<file path="config.mk">
export PLATFORM = sky130hd
export DESIGN_NAME = uart_rx_byte
export DESIGN_NICKNAME = d
export VERILOG_FILES = /design/src/rtl/uart_rx_byte.sv
export SDC_FILE = /design/constraint.sdc
export NUM_CORES = 1
export LEC_CHECK = 0
export BUFFER_PORTS_ARGS = -buffer_cell sky130_fd_sc_hd__buf_4
export CAP_MARGIN = 20
export CORE_ASPECT_RATIO = 0.7
export CORE_MARGIN = 2
export CORE_UTILIZATION = 55
export CTS_CLUSTER_SIZE = 20
export DETAILED_ROUTE_END_ITERATION = 8
export PLACE_DENSITY = 0.75
export SLEW_MARGIN = 20
export SYNTH_ARGS = -nofsm -noshare
export SYNTH_HDL_FRONTEND = slang
export SYNTH_SLANG_ARGS = --single-unit
</file>
<file path="constraint.sdc">
create_clock -name clk -period 4.55 [get_ports clk]
set_input_delay 0.455 -clock clk [delete_from_list [all_inputs] [get_ports clk]]
set_output_delay 0.455 -clock clk [all_outputs]
set_load 0.03 [all_outputs]
</file>
<file path="src/rtl/uart_rx_byte.sv">
// uart_rx_byte: 8N1 serial receiver with a 2-flop input synchronizer.
// Define UART_RX_PARITY_EN to add an even-parity bit before the stop bit.
module uart_rx_byte #(
  parameter int BAUD_DIV = 868,
  parameter int HALF_DIV = BAUD_DIV / 2
) (
  input  logic       clk,
  input  logic       reset,
  input  logic       rx,
  output logic [7:0] rx_byte,
  output logic       rbyte_ready,
  output logic       frame_err,
  output logic       parity_err,
  output logic       busy
);

  localparam int CW = $clog2(BAUD_DIV);
  localparam logic [CW-1:0] BIT_END  = CW'(BAUD_DIV - 1);
  localparam logic [CW-1:0] HALF_END = CW'(HALF_DIV - 1);

  localparam logic [2:0] IDLE   = 3'd0;
  localparam logic [2:0] START  = 3'd1;
  localparam logic [2:0] DATA   = 3'd2;
  localparam logic [2:0] STOP   = 3'd4;
  localparam logic [2:0] BREAK  = 3'd5;
`ifdef UART_RX_PARITY_EN
  localparam logic [2:0] PARITY = 3'd3;
  localparam logic [2:0] AFTER_DATA = PARITY;
`else
  localparam logic [2:0] AFTER_DATA = STOP;
`endif

  logic          rx_q1;
  logic          rxs;
  logic [2:0]    state;
  logic [CW-1:0] cnt;
  logic [2:0]    bit_idx;
  logic [7:0]    sr;
`ifdef UART_RX_PARITY_EN
  logic          par_ok;
`endif

  assign busy = (state != IDLE);

  // Two-flop synchronizer; idles high so reset looks like a quiet line
  always_ff @(posedge clk) begin
    if (reset) begin
      rx_q1 <= 1'b1;
      rxs   <= 1'b1;
    end else begin
      rx_q1 <= rx;
      rxs   <= rx_q1;
    end
  end

  // Frame FSM: sample mid-bit, deliver the byte at the stop-bit sample
  always_ff @(posedge clk) begin
    if (reset) begin
      state       <= IDLE;
      cnt         <= '0;
      bit_idx     <= '0;
      sr          <= '0;
      rx_byte     <= '0;
      rbyte_ready <= 1'b0;
      frame_err   <= 1'b0;
`ifdef UART_RX_PARITY_EN
      par_ok      <= 1'b0;
      parity_err  <= 1'b0;
`endif
    end else begin
      rbyte_ready <= 1'b0;
`ifdef UART_RX_PARITY_EN
      parity_err  <= 1'b0;
`endif
      case (state)
        IDLE: begin
          cnt <= '0;
          if (!rxs) state <= START;
        end
        START: begin
          if (cnt == HALF_END) begin
            cnt     <= '0;
            bit_idx <= '0;
            state   <= rxs ? IDLE : DATA;
          end else begin
            cnt <= cnt + 1'b1;
          end
        end
        DATA: begin
          if (cnt == BIT_END) begin
            cnt     <= '0;
            sr      <= {rxs, sr[7:1]};
            bit_idx <= bit_idx + 1'b1;
            if (bit_idx == 3'd7) state <= AFTER_DATA;
          end else begin
            cnt <= cnt + 1'b1;
          end
        end
`ifdef UART_RX_PARITY_EN
        PARITY: begin
          if (cnt == BIT_END) begin
            cnt    <= '0;
            par_ok <= ~(^sr ^ rxs);
            state  <= STOP;
          end else begin
            cnt <= cnt + 1'b1;
          end
        end
`endif
        STOP: begin
          if (cnt == BIT_END) begin
            cnt <= '0;
            if (rxs) begin
              state <= IDLE;
`ifdef UART_RX_PARITY_EN
              if (par_ok) begin
                rx_byte     <= sr;
                rbyte_ready <= 1'b1;
                frame_err   <= 1'b0;
              end else begin
                parity_err  <= 1'b1;
              end
`else
              rx_byte     <= sr;
              rbyte_ready <= 1'b1;
              frame_err   <= 1'b0;
`endif
            end else begin
              frame_err <= 1'b1;
              state     <= BREAK;
            end
          end else begin
            cnt <= cnt + 1'b1;
          end
        end
        BREAK: begin
          cnt <= '0;
          if (rxs) state <= IDLE;
        end
        default: begin
          cnt   <= '0;
          state <= IDLE;
        end
      endcase
    end
  end

`ifndef UART_RX_PARITY_EN
  assign parity_err = 1'b0;
`endif

endmodule

</file>
Word level (Yosys, flattened, before mapping)
Cells that the tools add are included.
- add/subtract/negate cells: 2
- equal/unequal tests: 13
- mux-type cells: 17
- bitwise gates (word level): 2
- reductions and logical operators: 10
- operator list (cell ; number):
    two-way mux 3 bit ; 9
    two-way mux 10 bit ; 2
    one-hot mux 10 bit (2 select lines) ; 1
    one-hot mux 3 bit (5 select lines) ; 1
    != test 2 bit, second input constant ; 6
    adder 10 x 1 -> 10 bit, second input constant ; 1
    == test 10 bit, second input constant ; 1
    == test 10 x 9 -> 1 bit, second input constant ; 1
    == test 3 bit, second input constant ; 3
    one-hot mux 3 bit (2 select lines) ; 1
    AND reduction 3 bit ; 2
    AND reduction 6 bit ; 1
    AND reduction 2 bit ; 2
    adder 3 x 1 -> 3 bit, second input constant ; 1
    == test 3 x 1 -> 1 bit, second input constant ; 1
    == test 3 x 2 -> 1 bit, second input constant ; 1
    zero test 3 bit ; 1
    nonzero test 3 bit ; 1
    OR reduction 3 bit ; 1
    two-way mux 1 bit ; 2
    two-way mux 2 bit ; 1
    NOT 1 bit ; 2
    nonzero test 2 bit ; 1
    OR reduction 2 bit ; 1
- register bits: 36
- input port bits: 3
- output and inout port bits: 12
- logic and storage cells: 53

Longest topological paths before layout
- depth in word-level cells: 4
- depth in mapped cells: 6
- mapped depth without buffers: 6

Worst setup path before layout
No wires, ideal clock.
- path type: register to register
- from: register cnt[0]
- to: register state[0]
- data arrival time: 1.732 ns
- required time: 4.429 ns
- path slack: 2.696 ns
- cell stages (with the launch flop): 6
- buffers on the path: 0
- clock period less this slack: 1.854 ns
- cells stage by stage: dfxtp_1 ha_1 and4bb_2 a211oi_1 or4_4 mux2_4
- cells in the longest elaborated chain, start to end: 3
- ends and longest elaborated chain (what ; line ; source):
    from (decl) ; 36 ; logic [CW-1:0] cnt;
    from (signal assigned) ; 86 ; cnt <= cnt + 1'b1;
    from (signal assigned) ; 96 ; cnt <= cnt + 1'b1;
    from (signal assigned) ; 133 ; cnt <= cnt + 1'b1;
    == test 10 bit / == test 10 x 9 -> 1 bit (equally long branches) ; 90, 111, 81 ;
    != test 2 bit (no line) ; n/a ;
    AND reduction 6 bit (no line) * ; n/a ;
    to (signal assigned) ; 84 ; state <= rxs ? IDLE : DATA;
    to (decl) ; 35 ; logic [2:0] state;
Every way passes the cells marked *; elsewhere a longest branch is shown, timed or not.
A chain may end at the register's enable or synchronous reset.

Worst setup path in the final report
- from: register state[1]
- to: register sr[6]
- cells in the longest elaborated chain, start to end: 2
- ends and longest elaborated chain (what ; line ; source):
    == test 3 x 2 -> 1 bit ; 75 ; case (state)
    AND reduction 2 bit (no line) ; n/a ;
    to (signal assigned) ; 92 ; sr <= {rxs, sr[7:1]};
    to (decl) ; 38 ; logic [7:0] sr;
No other way between the ends.

==> summary.md <==
| Metric | Value |
|---|---|
| Status | completed |
| R2r worst-path depth | 4 |
| Number of port buffers | 13 |
| Final Instance Area | 1820 µm² |
| Commonest cells post-synth | dfxtp_1, nor2_1, nand2_1 |
| CP Launch Type | register |
| Comb power frac | 0.109 |
| F_max | 467 MHz |
| CP startpoint | state[1]$_SDFFE_PP0P_ |
| Largest cells by area after synthesis | dfxtp_1, mux2i_1, nor2_1, a31o_2, nand2_1 |
| Number of synthesized register bits | 36 |
| Worst-Skew Late Latency | 0.28 ns |
| Die Wd | 69.2 µm |
| CTS root buf | clkbuf_8 |
| Syn avg cell area | 9.35 µm² |
| Async S/R FF share, synth | 0 |
| FP Rows | 16 |
| Power per cell area | 350 nW/µm² |
| CTS Sinks | 36 |
| Fill cells | 232 |
| Post-synthesis cell area | 1640 µm² |
| Switching pwr | 159 µW |
| Slowest-stage cell, CP | nor3b_1 |
| Max incr delay on CP | 0.57 ns |
| Lkg Pwr | 0.774 nW |
| Overall routing resource usage | 0.192 |
| Post-synth net total | 182 |
| Reg2Reg Capture Point | sr[6]$_SDFFE_PP0P_ |
| Worst Setup End Kind | register |
| Vias in the first global route | 1139 |
| Reg2reg setup slack | 2.41 ns |
| Hold Crit Class | input pin to register |
| Die Ht | 49.6 µm |
| Cell-internal power | 479 µW |
| Buf/Inv on CP | 0 |
| Seq/Total Area, Yosys | 0.440 |
| Family with the most delay on the worst path | simple AND/OR/NAND/NOR gates |
| Synth warnings | 0 |
| Dpl hpwl | 2040 µm |
| Fin. Hold Viols | 0 |
| WL/cell | 13.1 µm |
| Switching share of power | 0.249 |
| Core Region | 2820 µm² |
| Slew @ Worst Pin | 0.706 ns |
| Starting Density | 0.580 |
| Post-DR vias/cell | 5.51 |
| Crit path kind | register to register |
| Max-slew headroom | 0.526 |
| I/O pins | 15 |
| Clock share of power | 0.361 |
| Top-area cell type share of the netlist area | 0.440 |
| Final Max Tran Viols | 0 |
| First-pass GRT wire length | 5220 µm |
| Initial antenna violation count | 0 |
| Crit path max fanout | 12 |
| Worst Hold Path Cells | 2 |
| DR pass1 iterations | 5 |
| Final setup TNS | 0 ns |
| Worst path arrival time | 2.32 ns |
| RSZ-0062 raised after global routing | false |
| Post-DP Area | 1730 µm² |
| DR DRC count | 0 |
| Top-count cell post-synth | dfxtp_1 |
| Placer congestion estimate | 0.783 |
| Share of layout cells above drive strength 1 | 0.222 |
| Hold Startpoint | rx |
| Worst-path cell chain | nor3b_1 -> nand4b_1 -> mux2i_1 -> nor2_1 |
| Num CTS Buffers | 5 |
| Required time of the critical path | 4.72 ns |
| Min cycle time layout | 2.14 ns |
| Iteration-0 DRC count of the detailed router | 67 |
| Antenna Nets Post-Route | 0 |
| Post-Route WL | 2910 µm |
| Final core area utilization | 0.645 |
| Most used DFF post-synth | dfxtp_1 |
| Synth Instances | 175 |
| CTS max path bufs | 2 |
| Die ar. | 3440 µm² |
| Total number of vias | 1217 |
| Area delta synth->final | 11.3% |
| Sequential Power Share | 0.530 |
| Worst IR Drop VDD | 212 µV |
| Worst R2R Start | state[1]$_SDFFE_PP0P_ |
| Unique masters post-synth | 40 |
| Post-synth EDFFs | 0 |
| Post-synth top area cell | dfxtp_1 |
| Endpoints failing setup | 0 |
| CTS Hold Bufs | 0 |
| # resized after CTS | 0 |
| Fin nets | 191 |
| CTS tree | built |
| Post-CTS Setup Inserts | 0 |
| Largest net degree at the start of global routing | 26 |
| Min-Delay Endpoint | rx_q1$_SDFF_PP1_ |
| # diodes | 0 |
| Overflow after GRT | 0 |
| Clock skew | 0.00600 ns |
| Final period util | 0.471 |
| H-tree levels | 2 |
| Clock Pin Slew Worst Setup and Hold Paths | 0.07 ns |
| Max-Cap Viols | 0 |
## cell families (layout without fill, tap and decap cells)
family,count (synthesis),after routing,share of synthesized area
mux,15,15,0.0979
other cells,1,1,0.00229
simple gates,70,70,0.229
xor+xnor,10,10,0.0535
compound gates,25,25,0.109
flops,36,36,0.440
fa+ha+maj,4,4,0.0306
buf+inv,14,24,0.0382
## power by group through the flow
stage | Clock, mW | Combinational, mW | Sequential [mW]
3_3_place_gp | 0 | 0.0688 | 0.344
3_5_place_dp | 0 | 0.0687 | 0.345
5_1_grt | 0.248 | 0.0754 | 0.341
2_1_floorplan | 0 | 0.0620 | 0.337
4_1_cts | 0.234 | 0.0696 | 0.338
6_report | 0.230 | 0.0697 | 0.338
## worst max path at each step
| stage | to | slack [ns] | cells past startpoint |
|---|---|---|---|
| floorplan | state[0]$_SDFFE_PP0P_ | 2.70 | 5 |
| finish | sr[6]$_SDFFE_PP0P_ | 2.41 | 4 |
| CTS | sr[3]$_SDFFE_PP0P_ | 2.42 | 4 |
| detailed placement | sr[3]$_SDFFE_PP0P_ | 2.42 | 4 |
| global route | sr[6]$_SDFFE_PP0P_ | 2.13 | 4 |
| global placement | sr[2]$_SDFFE_PP0P_ | 2.55 | 4 |
## cell type report
type / instances / area (µm²) / share of cell area
Tap cell: 36 / 45.0 / 0.0247
Multi-Input combinational cell: 125 / 853 / 0.468
Clock buffer: 7 / 86.3 / 0.0474
Inverter: 3 / 11.3 / 0.00618
Timing Repair Buffer: 13 / 97.6 / 0.0536
Sequential cell: 36 / 721 / 0.396
Clock inverter: 1 / 7.51 / 0.00412
## sequential cells by signal, summed over array words and instances (netlist names)
name         cells
rx_byte          8
sr               8
cnt             10
rxs              1
frame_err        1
rx_q1            1
rbyte_ready      1
bit_idx          3
state            3
## through the flow
stage / setup slack (ns) / std cells / hold WS [ns] / power [mW]
final: 2.41 / 221 / 0.352 / 0.638
after floorplan: 2.70 / 175 / 0.389 / 0.399
after CTS: 2.42 / 221 / 0.348 / 0.642
after global placement: 2.55 / 213 / 0.393 / 0.413
after global routing: 2.13 / 221 / 0.351 / 0.664
after detailed placement: 2.42 / 213 / 0.399 / 0.414
## metal layers
metal	global-route usage	share of wire	vias to the layer above
met4	0.0686	0.011	0
met1	0.263	0.54	569
met5	0	0	-
met3	0.0634	0.041	5
met2	0.284	0.41	19
li1	-	-	624
## worst reg2reg max path: stages, from the launching register on
cell,delay [ns]
dfxtp_1,0.54
nor3b_1,0.58
nand4b_1,0.56
mux2i_1,0.31
nor2_1,0.06
## cells in the final DEF (no fill, tap or decap), types with 2 or more instances in the layout
cell type,n
clkbuf_8,6
and2_1,4
nor2_1,23
a31o_2,8
nor2b_1,2
a21oi_1,10
ha_1,4
and3_1,2
dfxtp_1,36
o21ai_0,2
nand3_1,6
nand4_1,2
inv_1,2
nor3b_1,3
or2_2,2
mux2i_1,13
xor2_1,6
xnor2_1,4
buf_4,13
nand2_1,15
mux2_4,2
No activity file was read; power rests on OpenSTA's default activity.
